==> config.mk <==
export PLATFORM = sky130hd
export DESIGN_NAME = uart_rx_frame_flat
export DESIGN_NICKNAME = d
export VERILOG_FILES = /design/src/rtl/uart_rx_frame_if.sv /design/src/rtl/uart_rx_frame.sv /design/src/flat_wrapper.sv
export SDC_FILE = /design/constraint.sdc
export NUM_CORES = 1
export LEC_CHECK = 0
export CAP_MARGIN = 30
export CORE_MARGIN = 1.5
export CORE_UTILIZATION = 45
export CTS_CLUSTER_DIAMETER = 120
export DETAILED_ROUTE_END_ITERATION = 8
export GPL_TIMING_DRIVEN = 0
export HOLD_SLACK_MARGIN = 0.03
export PLACE_DENSITY_LB_ADDON = 0.15
export SLEW_MARGIN = 20
export SYNTH_ARGS = -nofsm -noshare
export SYNTH_HDL_FRONTEND = slang
export SYNTH_SLANG_ARGS = --single-unit
==> constraint.sdc <==
create_clock -name clock -period 1.95 [get_ports clock]
set_input_delay 0.39 -clock clock [delete_from_list [all_inputs] [get_ports clock]]
set_output_delay 0.39 -clock clock [all_outputs]
set_load 0.1 [all_outputs]
==> src/rtl/uart_rx_frame_if.sv <==
// Serial-receive bundle: the line into the receiver and everything it reports back.
`timescale 1ns/1ps
interface uart_rx_frame_if;
    logic       i_Rx_Serial;
    logic       o_Rx_DV;
    logic [7:0] o_Rx_Byte;
    logic       o_Frame_Err;
    logic       o_Busy;
    logic [7:0] o_Rx_Count;

    modport master (
        output i_Rx_Serial,
        input  o_Rx_DV,
        input  o_Rx_Byte,
        input  o_Frame_Err,
        input  o_Busy,
        input  o_Rx_Count
    );

    modport slave (
        input  i_Rx_Serial,
        output o_Rx_DV,
        output o_Rx_Byte,
        output o_Frame_Err,
        output o_Busy,
        output o_Rx_Count
    );
endinterface

==> src/rtl/uart_rx_frame.sv <==
// 8N1 UART receiver: synchronises the line, samples each bit at its centre,
// strobes good bytes or framing errors and counts good bytes.
`timescale 1ns/1ps
module uart_rx_frame #(
    parameter int CLKS_PER_BIT = 434,
    parameter int SYNC_STAGES  = 2
) (
    input logic            clock,
    input logic            reset,
    uart_rx_frame_if.slave rx_if
);
    localparam int HALF  = (CLKS_PER_BIT - 1) / 2;
    localparam int CNT_W = $clog2(CLKS_PER_BIT);
    localparam logic [CNT_W-1:0] CNT_HALF = CNT_W'(HALF);
    localparam logic [CNT_W-1:0] CNT_LAST = CNT_W'(CLKS_PER_BIT - 1);
    localparam logic [CNT_W-1:0] CNT_ONE  = CNT_W'(1);

    typedef enum logic [2:0] {
        S_IDLE,
        S_START,
        S_DATA,
        S_STOP,
        S_BREAK
    } state_t;

    state_t                 state;
    logic [SYNC_STAGES-1:0] sync_q;
    logic                   rx_s;
    logic [CNT_W-1:0]       clk_cnt;
    logic [2:0]             bit_idx;
    logic [7:0]             shift_q;
    logic                   rx_dv;
    logic [7:0]             rx_byte;
    logic                   frame_err;
    logic                   busy;
    logic [7:0]             rx_count;

    assign rx_s = sync_q[SYNC_STAGES-1];

    assign rx_if.o_Rx_DV     = rx_dv;
    assign rx_if.o_Rx_Byte   = rx_byte;
    assign rx_if.o_Frame_Err = frame_err;
    assign rx_if.o_Busy      = busy;
    assign rx_if.o_Rx_Count  = rx_count;

    // Synchroniser resets to the idle level so reset release never looks like a start edge.
    always_ff @(posedge clock) begin
        if (reset) begin
            sync_q    <= '1;
            state     <= S_IDLE;
            clk_cnt   <= '0;
            bit_idx   <= '0;
            shift_q   <= '0;
            rx_dv     <= 1'b0;
            rx_byte   <= '0;
            frame_err <= 1'b0;
            busy      <= 1'b0;
            rx_count  <= '0;
        end else begin
            sync_q    <= {sync_q[SYNC_STAGES-2:0], rx_if.i_Rx_Serial};
            rx_dv     <= 1'b0;
            frame_err <= 1'b0;

            case (state)
                S_IDLE: begin
                    if (!rx_s) begin
                        state   <= S_START;
                        clk_cnt <= '0;
                        busy    <= 1'b1;
                    end
                end

                // A start bit that is high again at its centre was only a glitch.
                S_START: begin
                    if (clk_cnt == CNT_HALF) begin
                        clk_cnt <= '0;
                        if (!rx_s) begin
                            state   <= S_DATA;
                            bit_idx <= '0;
                        end else begin
                            state <= S_IDLE;
                            busy  <= 1'b0;
                        end
                    end else begin
                        clk_cnt <= clk_cnt + CNT_ONE;
                    end
                end

                S_DATA: begin
                    if (clk_cnt == CNT_LAST) begin
                        clk_cnt          <= '0;
                        shift_q[bit_idx] <= rx_s;
                        if (bit_idx == 3'd7) begin
                            state <= S_STOP;
                        end else begin
                            bit_idx <= bit_idx + 3'd1;
                        end
                    end else begin
                        clk_cnt <= clk_cnt + CNT_ONE;
                    end
                end

                S_STOP: begin
                    if (clk_cnt == CNT_LAST) begin
                        clk_cnt <= '0;
                        if (rx_s) begin
                            rx_byte  <= shift_q;
                            rx_dv    <= 1'b1;
                            rx_count <= rx_count + 8'd1;
                            state    <= S_IDLE;
                            busy     <= 1'b0;
                        end else begin
                            frame_err <= 1'b1;
                            state     <= S_BREAK;
                        end
                    end else begin
                        clk_cnt <= clk_cnt + CNT_ONE;
                    end
                end

                // A line held low reports one error, then waits here for idle.
                S_BREAK: begin
                    if (rx_s) begin
                        state <= S_IDLE;
                        busy  <= 1'b0;
                    end
                end

                default: begin
                    state <= S_IDLE;
                    busy  <= 1'b0;
                end
            endcase
        end
    end
endmodule

==> src/flat_wrapper.sv <==
// flat-port wrapper written by rule: the top's interface ports become plain ports
module uart_rx_frame_flat 
#(
    parameter int CLKS_PER_BIT = 434,
    parameter int SYNC_STAGES  = 2
)
  (clock, reset, rx_if_i_Rx_Serial, rx_if_o_Rx_DV, rx_if_o_Rx_Byte, rx_if_o_Frame_Err, rx_if_o_Busy, rx_if_o_Rx_Count);
  uart_rx_frame_if rx_if_i ();
  input logic clock;
  input logic reset;
  input wire logic [$bits(rx_if_i.i_Rx_Serial)-1:0] rx_if_i_Rx_Serial;
  output wire logic [$bits(rx_if_i.o_Rx_DV)-1:0] rx_if_o_Rx_DV;
  output wire logic [$bits(rx_if_i.o_Rx_Byte)-1:0] rx_if_o_Rx_Byte;
  output wire logic [$bits(rx_if_i.o_Frame_Err)-1:0] rx_if_o_Frame_Err;
  output wire logic [$bits(rx_if_i.o_Busy)-1:0] rx_if_o_Busy;
  output wire logic [$bits(rx_if_i.o_Rx_Count)-1:0] rx_if_o_Rx_Count;
  assign rx_if_i.i_Rx_Serial = rx_if_i_Rx_Serial;
  assign rx_if_o_Rx_DV = rx_if_i.o_Rx_DV;
  assign rx_if_o_Rx_Byte = rx_if_i.o_Rx_Byte;
  assign rx_if_o_Frame_Err = rx_if_i.o_Frame_Err;
  assign rx_if_o_Busy = rx_if_i.o_Busy;
  assign rx_if_o_Rx_Count = rx_if_i.o_Rx_Count;
  uart_rx_frame #(.CLKS_PER_BIT(CLKS_PER_BIT), .SYNC_STAGES(SYNC_STAGES)) u_core (.clock(clock), .reset(reset), .rx_if(rx_if_i));
endmodule
==> results of run 1 <==
==> state kept, by name, summed over array words and instances, names as in the netlist <==
register	count
u_core.shift_q	8
u_core.rx_if.o_Frame_Err	1
u_core.bit_idx	3
u_core.rx_if.o_Rx_Count	8
u_core.rx_if.o_Rx_Byte	8
u_core.rx_if.o_Rx_DV	1
u_core.clk_cnt	9
u_core.sync_q	2
u_core.rx_if.o_Busy	1
u_core.state	3
==> metrics by stage <==
step	instances	utilization	hold slack, ns	TNS, ns
global placement	358	0.5358	0.3954	-2.681
CTS	367	0.5653	0.4266	-0.2616
detailed placement	358	0.5358	0.3959	-2.680
floorplan	270	-	0.3895	-0.07080
finish	366	0.5795	0.4274	-0.01764
global route	366	0.5795	0.4360	-0.2423
==> layer usage <==
metal | routed length [µm] | part of all wire | GRT usage | vias to the layer above
met5 | 0 | 0 | 0 | -
met4 | 51 | 0.010 | 0.06584 | 0
met3 | 197 | 0.038 | 0.04115 | 6
met2 | 2436 | 0.48 | 0.3073 | 37
met1 | 2439 | 0.48 | 0.2608 | 970
li1 | - | - | - | 1045
==> layout make-up <==
| class | instances | area, µm² | area share |
|---|---|---|---|
| plain buffers | 16 | 77.57 | 0.02816 |
| inverters | 11 | 41.29 | 0.01499 |
| multi-input cells | 194 | 1305 | 0.4737 |
| flip-flops and latches | 44 | 903.4 | 0.3279 |
| repair buffers | 26 | 229.0 | 0.08311 |
| clock buffers | 5 | 68.82 | 0.02498 |
| well taps | 67 | 83.83 | 0.03043 |
| clock inverters | 3 | 46.29 | 0.01680 |
==> timing repair <==
item / CTS / global route
resized for setup: 37 / 28
pin swaps: 9 / 3
gates cloned: 1 / 0
endpoints found under the hold margin: 0 / 0
endpoints found under the setup margin: 48 / 42
buffers inserted: 3 / 1
==> power by group through the flow <==
stage | sequential (mW) | combinational [mW] | clock, mW
after floorplan | 0.933 | 0.0409 | 0
after global placement | 0.926 | 0.0703 | 0
after detailed placement | 0.926 | 0.0706 | 0
after CTS | 0.904 | 0.0685 | 0.740
after global routing | 0.904 | 0.0786 | 0.771
final | 0.903 | 0.0729 | 0.724
==> logic make-up after synthesis <==
group | count (synthesis)
AOI/OAI and AO/OA | 56
DFF | 44
and+or+nand+nor | 119
xor gates and xnor gates | 3
buffers and inverters | 32
muxes | 9
adders and majority gates | 7
==> cell usage in the layout, fill, tap and decap left out, drive strengths merged, types with 6 or more instances in the layout <==
cell and instances:
dfxtp 44, nand2 31, a21oi 21, nor2 19, clkbuf 19, dlygate4sd2 14
inv 12, nand4 11, mux2i 9, buf 8, nand3 7, o21ai 7
nor3 6, ha 6
==> worst min-delay path by stage <==
stage                                   to              from  slack (ns)  depth (start not counted)
final                     u_core.sync_q[1]  u_core.sync_q[0]        0.43                          1
after global routing      u_core.sync_q[1]  u_core.sync_q[0]        0.44                          1
after detailed placement  u_core.sync_q[1]  u_core.sync_q[0]        0.40                          1
after CTS                 u_core.sync_q[1]  u_core.sync_q[0]        0.43                          1
after floorplan           u_core.sync_q[1]  u_core.sync_q[0]        0.39                          1
after global placement    u_core.sync_q[1]  u_core.sync_q[0]        0.40                          1
==> impl_metrics.ini, run 1 <==
[floorplan]
io_pins = 22
die_x_um = 73.47
rows = 25
coreArea_um2 = 4755
die-area_um2 = 5398
dieHeight_um = 73.47
start_util = 0.4700

[synth]
yosysMostFrequentCell = dfxtp_1
syn_inst = 270
netlist_area_um2 = 2235
synth.distinct_cells = 47
yosys_warnings = 0
yosysTopAreaCell = dfxtp_1
synth_top_area_share = 0.3942
synth_common_cells = dfxtp_1 (44), nand2_1 (31), a21oi_1 (21), nor2_1 (19), clkbuf_1 (17)
syn_area_per_cell_um2 = 8.276
synthAdderAreaFrac = 0.03807
synthFlopType = dfxtp_1
ys_ff_latch = 44
synth_mux_area_frac = 0.04031
synth_top_family_by_area = simple AND/OR/NAND/NOR gates
synthSimpleGateAreaFrac = 0.3001
synth_area_leaders = dfxtp_1 (39%), nand2_1 (5.2%), a21oi_1 (4.7%)
synth_nets = 279
ys_seq_area_frac = 0.3942
synth-xor-area-share = 0.01176
synth-compound-area-share = 0.1573
async_flop_share = 0
synth_edf_count = 0

[route]
viasPerCell = 5.623
num_vias = 2058
drt_iter0_markers = 141
drc = 0
detail_route.wl_per_cell_um = 14.00
ant_nets = 0
dr.pass1.iters = 4
wl_mm = 5.124

[worst_setup_path]
cp.arrival_ns = 2.21
r2r-start = u_core.clk_cnt[2]
reg2regPathDepth = 5
cp_top_family = simple AND/OR/NAND/NOR gates
crit_required_ns = 2.19
cp-endpoint = u_core.rx_if.o_Rx_Count[7]
critPathKind = reg2reg
crit_cells = 5
crit_path_end_kind = flip-flop
cp_num_buf_inv = 1
crit_start = u_core.clk_cnt[2]
critPathLaunchType = flip-flop
slowest_stage = or4b_4
path_cells = or4b_4 -> or3_4 -> buf_6 -> or4_1 -> a21oi_1
rr_endpoint = u_core.rx_if.o_Rx_Count[7]
ff2ff_setup_slack_ns = -0.02
slowest_delay_ns = 0.54
critPathMaxFanout = 5

[global_route]
grt_pass1_wl_mm = 8.052
antenna_found_initial = 0
gr-total-overflow = 0
grt_pass1_vias = 1758
grtUsageTotal = 0.1937
grt_max_degree = 16

[pwr]
clockPowerShare = 0.426
powerDensity_nw_per_um2 = 616.9
power.internal_mw = 1.308
ir_drop_uv = 553.0
power_leakage_nw = 1.011
seq_power_share = 0.531
p_sw_uw = 391.2
p_total_mw = 1.700
sw_frac_of_total = 0.2302
pwr-share-comb = 0.043

[placement]
port_buffers = 21
dp_hpwl_mm = 3.448
place_area_um2 = 2547
gp_congestion = 0.8832
dp_slack_ns = -0.2402

[timing]
drv_slew = 0
setup_ws_ns = -0.01764
fmax_ghz = 0.5082
rsz0062_at_grt = true
timing.final.crit_period_ns = 1.968
skew_ns = 0.006061
relSlewSlack = 0.3644
timing.final.crit_share = 1.009
setup_viol = 1
worst_pin_slew_ns = 0.9571
hold_viol_final = 0

[outcome]
status = finished with violations
violations = negative setup slack

[job]
drv_cap = 0

[min_path]
min_path_type = reg2reg

[cells_and_area]
fin_area_um2 = 2755
antennaDiodeCount = 0
drive_gt1_frac = 0.1639
fin_nets = 307
n_fill_cell = 474
syn_to_final_growth_pct = 23.29

[clock_tree]
clkSinkCount = 44
clk_path_buf_depth = 2
cts_buffers = 5
cts_tree = done
clk-insertion-delay-late_ns = 0.30
cts.clk_slew.worst_paths_ns = 0.09
htreeDepth = 2
root_buffer = clkbuf_8
postCtsHoldBufs = 0
Note: power is estimated with default switching activity, not from simulation.
==> run 2, diff against run 1 <==
--- a/config.mk
+++ b/config.mk
@@ -5,6 +5,7 @@
 export SDC_FILE = /design/constraint.sdc
 export NUM_CORES = 1
 export LEC_CHECK = 0
+export ABC_AREA = 1
 export CAP_MARGIN = 30
 export CORE_MARGIN = 1.5
 export CORE_UTILIZATION = 45
==> run 2 against run 1 <==
  * The flow now finishes without violations
  * Cell count is 20% higher
  * Worst hold slack lost 0.0094 ns
  * Sequential power grew 18%
  * Via count increased by 1.5%
  * Global-route usage rose by 0.49 points
  * Critical path depth is 4 lower
  * Combinational power grew to 15 times the previous value
  * Total power grew 70%
  * Count of clock-buffer cells in the layout is the same
  * Non-clock buffer count is 15 lower
  * Largest cell class unchanged
  * Highest routed layer unchanged
==> impl_metrics.ini, run 2 <==
[outcome]
status = completed

[route]
drc = 0
dr.pass1.iters = 4
num_vias = 2088
detail_route.wl_per_cell_um = 11.08
drt_iter0_markers = 138
wl_mm = 4.852
ant_nets = 0
viasPerCell = 4.767

[global_route]
grt_max_degree = 16
antenna_found_initial = 0
gr-total-overflow = 0
grt_pass1_vias = 1944
grtUsageTotal = 0.1986
grt_pass1_wl_mm = 8.521

[placement]
gp_congestion = 0.8811
port_buffers = 20
dp_hpwl_mm = 3.657

[timing]
setup_viol = 0
timing.final.crit_period_ns = 1.901
timing.final.crit_share = 0.9747
skew_ns = 0.007964
fmax_ghz = 0.5261
rsz0062_at_grt = false
hold_viol_final = 0
relSlewSlack = 0.3650
finalSetupTns_ns = 0
worst_pin_slew_ns = 0.9564
drv_slew = 0

[cells_and_area]
fin_nets = 379
final_common_cell = nand2_1
antennaDiodeCount = 0
regArea_um2 = 880.8
multi_input_area_um2 = 1197
n_fill_cell = 481
drive_gt1_frac = 0.1321
largest-register = u_core.clk_cnt
layout_common_cells = nand2_1 (83), nor2_1 (54), dfxtp_1 (44)
final_util = 0.5535
syn_to_final_growth_pct = 16.13
largest_reg_flops = 9

[synth]
ys_ff_latch = 44
syn_area_per_cell_um2 = 6.694
syn_inst = 343
synth_nets = 352
synth_top_family_by_area = simple AND/OR/NAND/NOR gates
async_flop_share = 0
synth-xor-area-share = 0.01907
yosysMostFrequentCell = nand2_1
yosys_warnings = 0
synth_top_area_share = 0.3837
ys_seq_area_frac = 0.3837
synth_mux_area_frac = 0
synth_area_leaders = dfxtp_1 (38%), nand2_1 (14%), nor2_1 (8.8%)
yosysTopAreaCell = dfxtp_1
synthAdderAreaFrac = 0.03270
synth-compound-area-share = 0.09155
synth_common_cells = nand2_1 (83), nor2_1 (54), dfxtp_1 (44), inv_1 (37), nand3_1 (25)
synthSimpleGateAreaFrac = 0.3782
synth.distinct_cells = 26
synthFlopType = dfxtp_1
netlist_area_um2 = 2296
synth_edf_count = 0

[clock_tree]
cts.clk_slew.worst_paths_ns = 0.09
htreeDepth = 2
cts_setup_buffers = 0
clk_path_buf_depth = 2
root_buffer = clkbuf_8
clk-insertion-delay-late_ns = 0.31
clkSinkCount = 44
postCtsHoldBufs = 0
cts_tree = done
cts_buffers = 5

[worst_setup_path]
cp_num_buf_inv = 1
crit_path_end_kind = primary output
slowest_stage = dlygate4sd2_1
slowest_delay_ns = 0.86
critPathKind = reg2out
cp.arrival_ns = 1.51
crit_required_ns = 1.56
cp_top_family = buffers and inverters
path_cells = dlygate4sd2_1
critPathLaunchType = flip-flop
critPathMaxFanout = 2

[floorplan]
coreArea_um2 = 4817
die_x_um = 74.43
rows = 25
die-area_um2 = 5540
start_util = 0.4766
io_pins = 22
dieHeight_um = 74.43

[job]
drv_cap = 0

[pwr]
powerDensity_nw_per_um2 = 1082
p_sw_mw = 1.191
ir_drop_uv = 834.7
clockPowerShare = 0.253
power.internal_mw = 1.694
seq_power_share = 0.370
sw_frac_of_total = 0.4129
power_leakage_nw = 1.258
pwr-share-comb = 0.377

[min_path]
min_path_type = reg2reg
## run 2: cell count changes after synthesis, sizes merged, moves of 12 or more
cell	before	now
nand2	31	91
nor2	19	62
inv	11	48
nand3	7	26
o21ai	7	20
clkbuf	17	5
## run 2: power groups by stage
stage | sequential [mW] | combinational, mW | clock [mW]
6_report | 1.07 | 1.09 | 0.730
5_1_grt | 1.08 | 1.24 | 0.777
4_1_cts | 1.07 | 1.09 | 0.748
3_5_place_dp | 1.09 | 1.10 | 0
3_3_place_gp | 1.08 | 1.08 | 0
2_1_floorplan | 1.14 | 0.823 | 0
## run 2: final timing paths
check,slack (ns),depth (start not counted),end,from
worst max register to register,0.26,13,u_core.clk_cnt[2],u_core.clk_cnt[1]
worst min-delay path,0.42,1,u_core.sync_q[1],u_core.sync_q[0]
worst min register to register,0.42,1,u_core.sync_q[1],u_core.sync_q[0]
worst max-delay path,0.05,1,rx_if_o_Rx_Byte[0],u_core.rx_if.o_Rx_Byte[0]
## run 2: final cells by class
class / count / share of cell area
timing repair buffer: 20 / 0.06429
inverter: 48 / 0.06757
clock buffer: 5 / 0.02581
clock inverter: 3 / 0.01736
tap: 67 / 0.03144
buffer: 7 / 0.01408
sequential: 44 / 0.3304
multi-input combinational: 244 / 0.4491
## run 2: repair_timing
item | CTS | global route
setup endpoints to repair | 19 | 6
cloned | 0 | 0
gates resized for setup | 28 | 7
pin swaps | 0 | 0
## run 2: cells by family after synthesis
logic type / Yosys count
flops: 44
xor+xnor: 5
simple gates: 192
fa+ha+maj: 6
buf+inv: 55
compound gates: 41
## run 2: per-layer routing
layer	track usage	vias up	wire, µm
met5	0	-	0
met4	0.06061	0	67
met3	0.04065	7	106
met2	0.3224	21	2197
met1	0.2664	932	2481
li1	-	1128	-
## run 2: stage by stage
| step | hold slack (ns) | power [mW] | std cells | area, µm² | worst slack, ns |
|---|---|---|---|---|---|
| 6_report | 0.4180 | 2.884 | 438 | 2666 | 0.04939 |
| 4_1_cts | 0.4247 | 2.909 | 438 | 2683 | 0.006335 |
| 3_3_place_gp | 0.3981 | 2.164 | 430 | 2580 | 0.01973 |
| 5_1_grt | 0.4457 | 3.097 | 438 | 2666 | 0.003185 |
| 2_1_floorplan | 0.3895 | 1.964 | 343 | 2296 | 0.1006 |
| 3_5_place_dp | 0.4005 | 2.184 | 430 | 2580 | 0.02164 |
